===== src/rtl/tx_scram_seq.sv =====
// tx_scram_seq: transmit-side sequencer for the 64b/66b parallel scrambler.
// Seeds the scrambler after reset, feeds it one block per cycle (MAC data,
// idle fill, LPI or error blocks), delays the sync header by the scrambler's
// one-cycle latency and runs the EEE LPI / timed-wake sequence.
//
// Optional feature: define TX_SCRAM_ERRCNT_EN to build the saturating
// illegal-header counter on err_count; otherwise err_count is tied to 0.
//
// Ports:
//   CLK, rst             clock, synchronous active-high reset
//   s_valid/s_ready      MAC block handshake (s_ready combinational from state)
//   s_data, s_hdr        MAC block payload and sync header
//   lpi_req              level request for low-power idle
//   scr_data             block to scrambler (combinational mux)
//   scr_enable, scr_rst  scrambler enable / LFSR reset (combinational from state)
//   scr_dout             scrambler output
//   m_valid, m_data      output block valid (registered), scrambled block
//   m_hdr, hdr_err       registered sync header / substitution pulse
//   state                current FSM state (00 SEED, 01 ACTIVE, 10 LPI, 11 WAKE)
//   err_count            illegal-header counter
module tx_scram_seq #(
    parameter int unsigned SEED_CYCLES = 4,
    parameter int unsigned WAKE_CYCLES = 16,
    parameter logic [63:0] IDLE_BLOCK  = 64'h0000_0000_0000_001E,
    parameter logic [63:0] LPI_BLOCK   = 64'h0C18_3060_C183_061E,
    parameter logic [63:0] ERR_BLOCK   = 64'h3C78_F1E3_C78F_1E1E
) (
    input  logic        CLK,
    input  logic        rst,
    input  logic        s_valid,
    output logic        s_ready,
    input  logic [63:0] s_data,
    input  logic [1:0]  s_hdr,
    input  logic        lpi_req,
    output logic [63:0] scr_data,
    output logic        scr_enable,
    output logic        scr_rst,
    input  logic [63:0] scr_dout,
    output logic        m_valid,
    output logic [63:0] m_data,
    output logic [1:0]  m_hdr,
    output logic        hdr_err,
    output logic [1:0]  state,
    output logic [15:0] err_count
);

    localparam int unsigned CNT_MAX = (SEED_CYCLES > WAKE_CYCLES) ? SEED_CYCLES : WAKE_CYCLES;
    localparam int unsigned CNT_W   = (CNT_MAX > 1) ? $clog2(CNT_MAX) : 1;

    typedef enum logic [1:0] {
        ST_SEED   = 2'b00,
        ST_ACTIVE = 2'b01,
        ST_LPI    = 2'b10,
        ST_WAKE   = 2'b11
    } state_e;

    state_e           state_q, state_d;
    logic [CNT_W-1:0] cnt_q, cnt_d;
    logic             m_valid_q, m_valid_d;
    logic [1:0]       m_hdr_q, m_hdr_d;
    logic             hdr_err_q, hdr_err_d;

    // State register and shared seed/wake down-counter
    always_ff @(posedge CLK) begin
        if (rst) begin
            state_q <= ST_SEED;
            cnt_q   <= CNT_W'(SEED_CYCLES - 1);
        end else begin
            state_q <= state_d;
            cnt_q   <= cnt_d;
        end
    end

    // Next-state logic; the wake counter is reloaded on every LPI exit
    always_comb begin
        state_d = state_q;
        cnt_d   = cnt_q;
        case (state_q)
            ST_SEED: begin
                if (cnt_q == '0) state_d = ST_ACTIVE;
                else             cnt_d   = cnt_q - CNT_W'(1);
            end
            ST_ACTIVE: begin
                if (lpi_req) state_d = ST_LPI;
            end
            ST_LPI: begin
                if (!lpi_req) begin
                    state_d = ST_WAKE;
                    cnt_d   = CNT_W'(WAKE_CYCLES - 1);
                end
            end
            ST_WAKE: begin
                if (lpi_req)           state_d = ST_LPI;
                else if (cnt_q == '0)  state_d = ST_ACTIVE;
                else                   cnt_d   = cnt_q - CNT_W'(1);
            end
            default: state_d = ST_SEED;
        endcase
    end

    // Output logic: block source mux, scrambler control and header for next cycle
    always_comb begin
        s_ready    = 1'b0;
        scr_enable = 1'b0;
        scr_rst    = 1'b0;
        scr_data   = '0;
        m_valid_d  = 1'b0;
        m_hdr_d    = 2'b00;
        hdr_err_d  = 1'b0;
        case (state_q)
            ST_SEED: begin
                scr_rst = 1'b1;
            end
            ST_ACTIVE: begin
                s_ready    = 1'b1;
                scr_enable = 1'b1;
                m_valid_d  = 1'b1;
                if (s_valid) begin
                    if (s_hdr == 2'b01 || s_hdr == 2'b10) begin
                        scr_data = s_data;
                        m_hdr_d  = s_hdr;
                    end else begin
                        scr_data  = ERR_BLOCK;
                        m_hdr_d   = 2'b10;
                        hdr_err_d = 1'b1;
                    end
                end else begin
                    scr_data = IDLE_BLOCK;
                    m_hdr_d  = 2'b10;
                end
            end
            ST_LPI: begin
                m_valid_d = 1'b1;
                scr_data  = LPI_BLOCK;
                m_hdr_d   = 2'b10;
            end
            ST_WAKE: begin
                scr_enable = 1'b1;
                m_valid_d  = 1'b1;
                scr_data   = IDLE_BLOCK;
                m_hdr_d    = 2'b10;
            end
            default: begin
                scr_rst = 1'b1;
            end
        endcase
    end

    // Header path registered to line up with the scrambler's one-cycle latency
    always_ff @(posedge CLK) begin
        if (rst) begin
            m_valid_q <= 1'b0;
            m_hdr_q   <= 2'b00;
            hdr_err_q <= 1'b0;
        end else begin
            m_valid_q <= m_valid_d;
            m_hdr_q   <= m_hdr_d;
            hdr_err_q <= hdr_err_d;
        end
    end

`ifdef TX_SCRAM_ERRCNT_EN
    logic [15:0] err_cnt_q;

    // Saturating illegal-header counter, updates alongside hdr_err
    always_ff @(posedge CLK) begin
        if (rst) begin
            err_cnt_q <= 16'h0000;
        end else if (hdr_err_d && (err_cnt_q != 16'hFFFF)) begin
            err_cnt_q <= err_cnt_q + 16'd1;
        end
    end

    assign err_count = err_cnt_q;
`else
    assign err_count = 16'h0000;
`endif

    assign m_valid = m_valid_q;
    assign m_hdr   = m_hdr_q;
    assign hdr_err = hdr_err_q;
    assign m_data  = scr_dout;
    assign state   = state_q;

endmodule


===== config.mk =====
export PLATFORM = sky130hd
export DESIGN_NAME = tx_scram_seq
export DESIGN_NICKNAME = d
export VERILOG_FILES = /design/src/rtl/tx_scram_seq.sv
export SDC_FILE = /design/constraint.sdc
export NUM_CORES = 1
export LEC_CHECK = 0
export BUFFER_PORTS_ARGS = -buffer_cell sky130_fd_sc_hd__buf_2
export CORE_AREA = 2 2 110 112
export CTS_CLUSTER_SIZE = 20
export DETAILED_ROUTE_END_ITERATION = 6
export DIE_AREA = 0 0 112 114
export PLACE_DENSITY = 0.44
export SLEW_MARGIN = 20
export SYNTH_ARGS = -nofsm -noshare
export SYNTH_HDL_FRONTEND = slang
export SYNTH_SLANG_ARGS = --single-unit

===== constraint.sdc =====
create_clock -name CLK -period 1.97 [get_ports CLK]
set_input_delay 0.0985 -clock CLK [delete_from_list [all_inputs] [get_ports CLK]]
set_output_delay 0.0985 -clock CLK [all_outputs]
set_load 0.005 [all_outputs]

=== After elaboration in Yosys (flattened, before gate mapping) ===
Index checks and enable logic that the tools add are counted.

* Add/sub/neg operators: 1
* Eq/ne operators: 8
* Multiplexer cells: 20
* Bitwise logic cells: 2
* Reductions and logical operators: 10

{| class="wikitable"
|+ Operators with widths
! operator !! count
|-
| 64-bit case mux with 3 select lines || 1
|-
| 64-bit 2-to-1 mux || 2
|-
| 2-bit 2-to-1 mux || 6
|-
| 4-bit 2-to-1 mux || 3
|-
| 4-bit case mux with 3 select lines || 1
|-
| 2-bit case mux with 4 select lines || 1
|-
| 2-bit equality test, second input constant || 3
|-
| 2-bit != test, second input constant || 3
|-
| 3-bit OR reduction || 2
|-
| 1-bit 2-to-1 mux || 5
|-
| 2-bit by 1-bit equality test with 1-bit output, second input constant || 2
|-
| 4-bit zero test || 1
|-
| 2-bit case mux with 2 select lines || 1
|-
| 2-bit OR reduction || 2
|-
| 4-bit by 1-bit subtractor with 4-bit output, second input constant || 1
|-
| 3-bit AND reduction || 1
|-
| 3-bit nonzero test || 1
|-
| 2-bit zero test || 1
|-
| 1-bit inverter || 2
|-
| 2-bit AND reduction || 1
|-
| 1-bit logical OR || 1
|}

* Register bits after elaboration: 10
* Input bits: 134
* Output and inout bits: 153
* Word-level logic and storage cells: 46

=== Longest topological paths before layout ===
Gate-level depths: netlist (run 1).

* Depth in word-level cells: 5
* Mapped depth: 7
* Depth with buffers taken out: 6

=== Worst setup path after synthesis (run 1) ===
OpenSTA, ideal clock, no wires.

* Path type: register -> register
* Start: register cnt_q[0]
* End: register cnt_q[1]
* Library setup time: 114 ps
* Data arrival time: 1333 ps
* Data required time: 1856 ps
* Slack: 523 ps
* Stages on the path, launching flop included: 7
* Buffers on the path: 0
* Period minus slack after synthesis: 1447 ps
* Cells stage by stage: dfxtp_1 > inv_1 > ha_1 > nor3b_2 > nor2b_4 > or3_1 > a21o_1

* Longest elaborated chain between the ends: 4
* Elaborated cells between the ends (all ways): 5
* Those cells by class: add/sub (1); mux (3); reduce/logical (1)

{| class="wikitable"
|+ Ends and longest elaborated chain
! element !! line !! RTL
|-
| from (decl) || 58 || <nowiki>logic [CNT_W-1:0] cnt_q, cnt_d;</nowiki>
|-
| from (signal assigned) || 67 || <nowiki>cnt_q <= CNT_W'(SEED_CYCLES - 1);</nowiki>
|-
| from (signal assigned) || 70 || <nowiki>cnt_q <= cnt_d;</nowiki>
|-
| 4-bit by 1-bit subtractor with 4-bit output / 4-bit zero test (equally long branches) || -- ||
|-
| 4-bit 2-to-1 mux (*) || 80, 94 ||
|-
| 4-bit 2-to-1 mux || 93 || <nowiki>if (lpi_req) state_d = ST_LPI;</nowiki>
|-
| 4-bit case mux with 3 select lines (*) || 78 || <nowiki>case (state_q)</nowiki>
|}

Every way passes the cells marked *; elsewhere a longest branch is shown, timed or not. The select of a mux whose other input is x is not followed.
A chain may end at the register's enable or synchronous reset.

=== Worst setup path in the final report (run 1) ===
* Start: register state_q[1], in the netlist state[1]
* End: output scr_data[50]

* Longest elaborated chain between the ends: 2
* Elaborated cells between the ends (all ways): 4
* Those cells by class: eq/ne (3); mux (1)

{| class="wikitable"
|+ Ends and longest elaborated chain
! element !! line !! RTL
|-
| from (decl) || 57 || <nowiki>state_e state_q, state_d;</nowiki>
|-
| from (signal assigned) || 69 || <nowiki>state_q <= state_d;</nowiki>
|-
| 2-bit equality test / 2-bit by 1-bit equality test with 1-bit output (equally long branches) || 110 || <nowiki>case (state_q)</nowiki>
|-
| 64-bit case mux with 3 select lines (*) || 110 ||
|-
| to (decl) || 35 || <nowiki>output logic [63:0] scr_data,</nowiki>
|}

Every way passes the cells marked *; elsewhere a longest branch is shown, timed or not.

==> results of run 1 <==
[worst max-delay path, stage by stage, from the launching register on]
cell     delay [ps]
dfxtp_1         380
buf_4           190
nor3b_4         190
buf_4           240
and2_1          200
buf_2           130
[registers in the layout, indices dropped and copies added, names as in the netlist]
register and count:
hdr_err 1, cnt_q 4, state 2, m_valid 1, m_hdr 2
[cells by family (layout without fill, tap and decap cells)]
group	after synthesis	after routing	share of synthesized area (%)
xor gates and xnor gates	1	1	0.531
muxes	2	2	1.21
and+or+nand+nor	104	104	32.1
buffers and inverters	101	158	42.5
AOI/OAI and AO/OA	30	30	9.86
DFF	10	10	12.1
adders and majority gates	2	2	1.52
other	1	17	0.227
[placed cells by master, fill, tap and decap left out, drive strengths merged, types with 2 or more instances in the layout]
| master | n |
|---|---|
| a21oi | 4 |
| and2 | 28 |
| buf | 148 |
| clkbuf | 4 |
| conb | 16 |
| dfxtp | 10 |
| ha | 2 |
| inv | 6 |
| mux2i | 2 |
| nand2 | 8 |
| nand2b | 3 |
| nor2 | 55 |
| nor2b | 2 |
| nor3b | 4 |
| o21ai | 22 |
[per-stage QoR]
stage,total power [W],utilization [%],std cells
6_report,0.00121,17.6,471
4_1_cts,0.00123,17.6,470
2_1_floorplan,0.000696,-,266
5_1_grt,0.00131,17.6,471
3_3_place_gp,0.000804,16.8,466
3_5_place_dp,0.000809,16.8,466
[layout make-up]
class	instances	area (sq um)
Sequential cell	10	200
Antenna cell	1	2.50
Inverter	6	22.5
Timing Repair Buffer	148	756
Tap cell	147	184
Fill cell	1343	9650
Multi-Input combinational cell	155	806
Clock buffer	4	88.8
[layer usage]
metal | GRT usage, % | share of wire (%) | vias up
met5 | 0 | 0 | -
met3 | 1.86 | 11 | 35
met2 | 15.5 | 52 | 138
met4 | 7.72 | 9.0 | 0
li1 | - | - | 825
met1 | 5.72 | 29 | 753
[path summary, 6_finish.rpt]
kind	cells after the start	startpoint	to	slack, ps
hold reg to reg	3	cnt_q[0]	cnt_q[0]	520
hold / removal	2	rst	cnt_q[3]	150
setup / recovery	5	state[1]	scr_data[50]	300
setup reg to reg	6	cnt_q[0]	cnt_q[1]	430
[report_power, final]
| part | switching [W] | internal [W] |
|---|---|---|
| Combinational | 0.000266 | 0.000264 |
| Sequential | 0.0000272 | 0.000239 |
| Clock | 0.000107 | 0.000306 |
| Total | 0.000400 | 0.000809 |
==> flow_summary.toml, run 1 <==
[logic_synthesis]
synth_warnings = 0
synth_edf_count = 0
synth_flop_cell = "dfxtp_1"
synthArstFlopShare_pct = 0
netlist.area_leader.share_pct = 36.4
synth_common_cells = "80 x buf_4, 55 x nor2_1, 28 x and2_1, 22 x o21ai_0, 10 x dfxtp_1"
yosysUniqueCellTypes = 32
synth_seq_cells = 10
yosys-top-cells-area = "buf_4 36%, nor2_1 13%, dfxtp_1 12%"
syn-mean-instance-area_sq_um = 6.58
netlist_area_sq_mm = 0.00165
synth_cells = 251
synth.largest_area_cell = "buf_4"
synth_most_common_cell = "buf_4"
ys_seq_area_share_pct = 12.1

[global_route]
grt_usage_pct = 7.72
antenna_found_initial = 1
grt_pass1_wl_um = 7690
globalRouteOverflowTotal = 0
grt_max_degree = 35
grt_pass1_vias = 1629

[routing]
routed_wl_um = 5230
drc = 0
ant_nets = 0
dr.pass1.iters = 4
first_iter_violations = 15
vias = 1751
viasPerCell = 3.72
avgRoutedWirePerCell_um = 11.1

[layout]
fin_area_sq_mm = 0.00206
syn2layout_area_growth_pct = 24.8
nets = 460
drive_gt1_share_pct = 48.6

[floorplanning]
rows = 40
fp.dieW_um = 112
io_pins = 287
die_y_um = 114
start_util_pct = 14.1
die-area_sq_mm = 0.0128
core_sq_mm = 0.0117

[worst_setup_path]
cp_max_fo = 28
crit_type = "reg2out"
cp-start-kind = "flop"
arrival_ps = 1570
end_kind = "output pin"
required_ps = 1870

[pwr]
peakVddDrop_mv = 0.248
p_leak_nw = 1.26
cellPowerDensity_mw_per_mm2 = 587

[place]
hpwl_um = 4480
gp_congestion = 0.683
dpl_cell_area_sq_mm = 0.00197
pre_cts_slack_ps = 373
io_buffers = 142

[clock_tree]
hold_buffers = 0
clock_latency_ps = 240
cts_htree_levels = 1
clk_pin_slew_ps = 40
post_cts_buffers = 0
cts_root_buf = "clkbuf_16"
cts_buffers = 3
clockBufferDepth = 2
cts_tree = "yes"
cts_sinks = 10
cts_resized = 0

[timing]
holdWs_ps = 154
drv_slew = 0
setup_viol = 0
rsz0062_at_grt = "false"
timing.setup.tns_ps = 0
finalHoldViolCount = 0
min_period_over_period_pct = 84.6
clock_skew_ps = 1.96
fmax_mhz = 600
layout_setup_ws_ps = 303
min_period_ps = 1670

[run_status]
outcome = "finished clean"

[run]
drv_cap = 0

[min_path]
hp-class = "in2reg"
Power figures use the tool's default switching activity.
==> run 2, diff against run 1 <==
==> constraint.sdc (replaced) <==
create_clock -name CLK -period 1.65 [get_ports CLK]
set_input_delay 0.0825 -clock CLK [delete_from_list [all_inputs] [get_ports CLK]]
set_output_delay 0.0825 -clock CLK [all_outputs]
set_load 0.005 [all_outputs]
==> run 2 against run 1 <==
  * Sequential cell count is the same
  * Count of clock-buffer cells in the layout unchanged
  * Critical path depth up 1
  * Combinational power up 24%
  * Sequential share of layout area shrank 0.15 points
  * Worst hold slack got worse by 4.8 ps
  * Register-to-register slack lost 330 ps
  * Largest cell class unchanged
  * Highest routed layer unchanged
==> flow_summary.toml, run 2 (synthesized netlist as in run 1, its figures left out) <==
[timing]
fmax_mhz = 644
drv_slew = 0
min_period_ps = 1550
clock_skew_ps = 2.38
min_period_over_period_pct = 94.1
timing.setup.tns_ps = 0
setup_viol = 0
rsz0062_at_grt = "false"
holdWs_ps = 149
finalHoldViolCount = 0

[floorplanning]
io_pins = 287
core_sq_mm = 0.0117
die_y_um = 114
rows = 40
fp.dieW_um = 112
die-area_sq_mm = 0.0128
start_util_pct = 14.1

[min_path]
min_path_cells = 2
hp-class = "in2reg"

[routing]
routed_wl_um = 5180
drc = 0
viasPerCell = 3.73
first_iter_violations = 18
dr_wl_met2_um = 2760
wl_met3_um = 542
avgRoutedWirePerCell_um = 10.9
dr.pass1.iters = 3
ant_nets = 0
routedLengthMet1_um = 1440
top_layer = "met4"
vias = 1765

[global_route]
grt_pass1_vias = 1642
grt_pass1_wl_um = 7520
grt_usage_pct = 7.36
grt_max_degree = 35
globalRouteOverflowTotal = 0
antenna_found_initial = 2

[layout]
register_area_sq_um = 201
final_common_cell = "buf_2"
largest_register_ffs = 4
syn2layout_area_growth_pct = 27.5
mostFrequentLayoutCells = "142 x buf_2, 55 x nor2_1, 28 x and2_1"
fin_cells = 473
multi_input_area_sq_um = 815
nets = 461
nFillCells = 1321
drive_gt1_share_pct = 49.4
largest-register = "cnt_q"

[worst_setup_path]
crit_type = "reg2reg"
crit_path_start = "cnt_q[0]"
cp_max_fo = 4
r2r_cells = 6
reg2reg_from = "cnt_q[0]"
critical_path.endpoint = "cnt_q[1]"
cp-start-kind = "flop"
r2r_end = "cnt_q[1]"
arrival_ps = 1690
end_kind = "flop"
required_ps = 1780
r2r_setup_slack_ps = 100

[pwr]
cellPowerDensity_mw_per_mm2 = 698
peakVddDrop_mv = 0.312
p_leak_nw = 1.28

[clock_tree]
cts_sinks = 10
clockBufferDepth = 2
hold_buffers = 0
cts_buffers = 3
clk_pin_slew_ps = 40
clock_latency_ps = 240
cts_root_buf = "clkbuf_16"
cts_tree = "yes"
cts_htree_levels = 1

[place]
hpwl_um = 4510
io_buffers = 142
gp_congestion = 0.666
place_inst = 467

[run]
drv_cap = 0

[run_status]
outcome = "finished clean"
## run 2: changes by cell type in the layout (fill, tap and decap cells not counted)
cell	previous run	this run
buf_12	0	2
buf_4	6	5
dfxtp_1	10	9
dfxtp_2	0	1
diode_2	1	2
nor2b_1	1	0
nor2b_2	0	1
nor3b_2	1	0
nor3b_4	1	2
## run 2: per-layer routing
layer,vias up,global-route usage (%)
met2,136,15.5
met4,0,6.59
met5,-,0
li1,831,-
met3,35,1.59
met1,763,5.28
## run 2: repair_timing
item | 4_1_cts | 5_1_grt
cloned | 0 | 0
buffers inserted | 0 | 0
resized for setup | 2 | 1
pin swaps | 0 | 0
endpoints found under the setup margin | 15 | 1
## run 2: layout make-up
| cell class | instances | share of cell area (%) |
|---|---|---|
| well taps | 147 | 8.74 |
| repair buffers | 149 | 37.5 |
| flip-flops and latches | 10 | 9.57 |
| diodes | 2 | 0.238 |
| clock buffers | 4 | 4.22 |
| multi-input cells | 155 | 38.7 |
| inverters | 6 | 1.07 |
## run 2: how the worst min path moves through the flow
stage	start	endpoint
2_1_floorplan	scr_dout[0]	m_data[0]
3_3_place_gp	scr_dout[10]	m_data[10]
3_5_place_dp	scr_dout[10]	m_data[10]
4_1_cts	rst	cnt_q[3]
5_1_grt	scr_dout[29]	m_data[29]
6_report	rst	cnt_q[2]
## run 2: per-stage QoR
step | setup slack, ps | power [W] | cell area [sq um] | util [%]
final | 97.3 | 0.00147 | 2100 | 18.0
after global routing | 8.83 | 0.00157 | 2100 | 18.0
after CTS | 64.3 | 0.00148 | 2090 | 17.9
after detailed placement | 70.2 | 0.000991 | 2000 | 17.1
after global placement | 144 | 0.000973 | 2000 | 17.1
after floorplan | 203 | 0.000831 | 1710 | -
## run 2: worst max-delay path: stages, from the launching register on
cell     delay [ps]
dfxtp_1         320
inv_1            80
ha_1            190
nor3b_4         300
nor2b_4          80
or3_1           310
a21o_1          160
## run 2: power breakdown
part	internal [W]	switching (W)	total, W
Sequential	0.000286	0.0000420	0.000328
Clock	0.000365	0.000121	0.000486
Combinational	0.000334	0.000321	0.000655
Total	0.000986	0.000483	0.00147
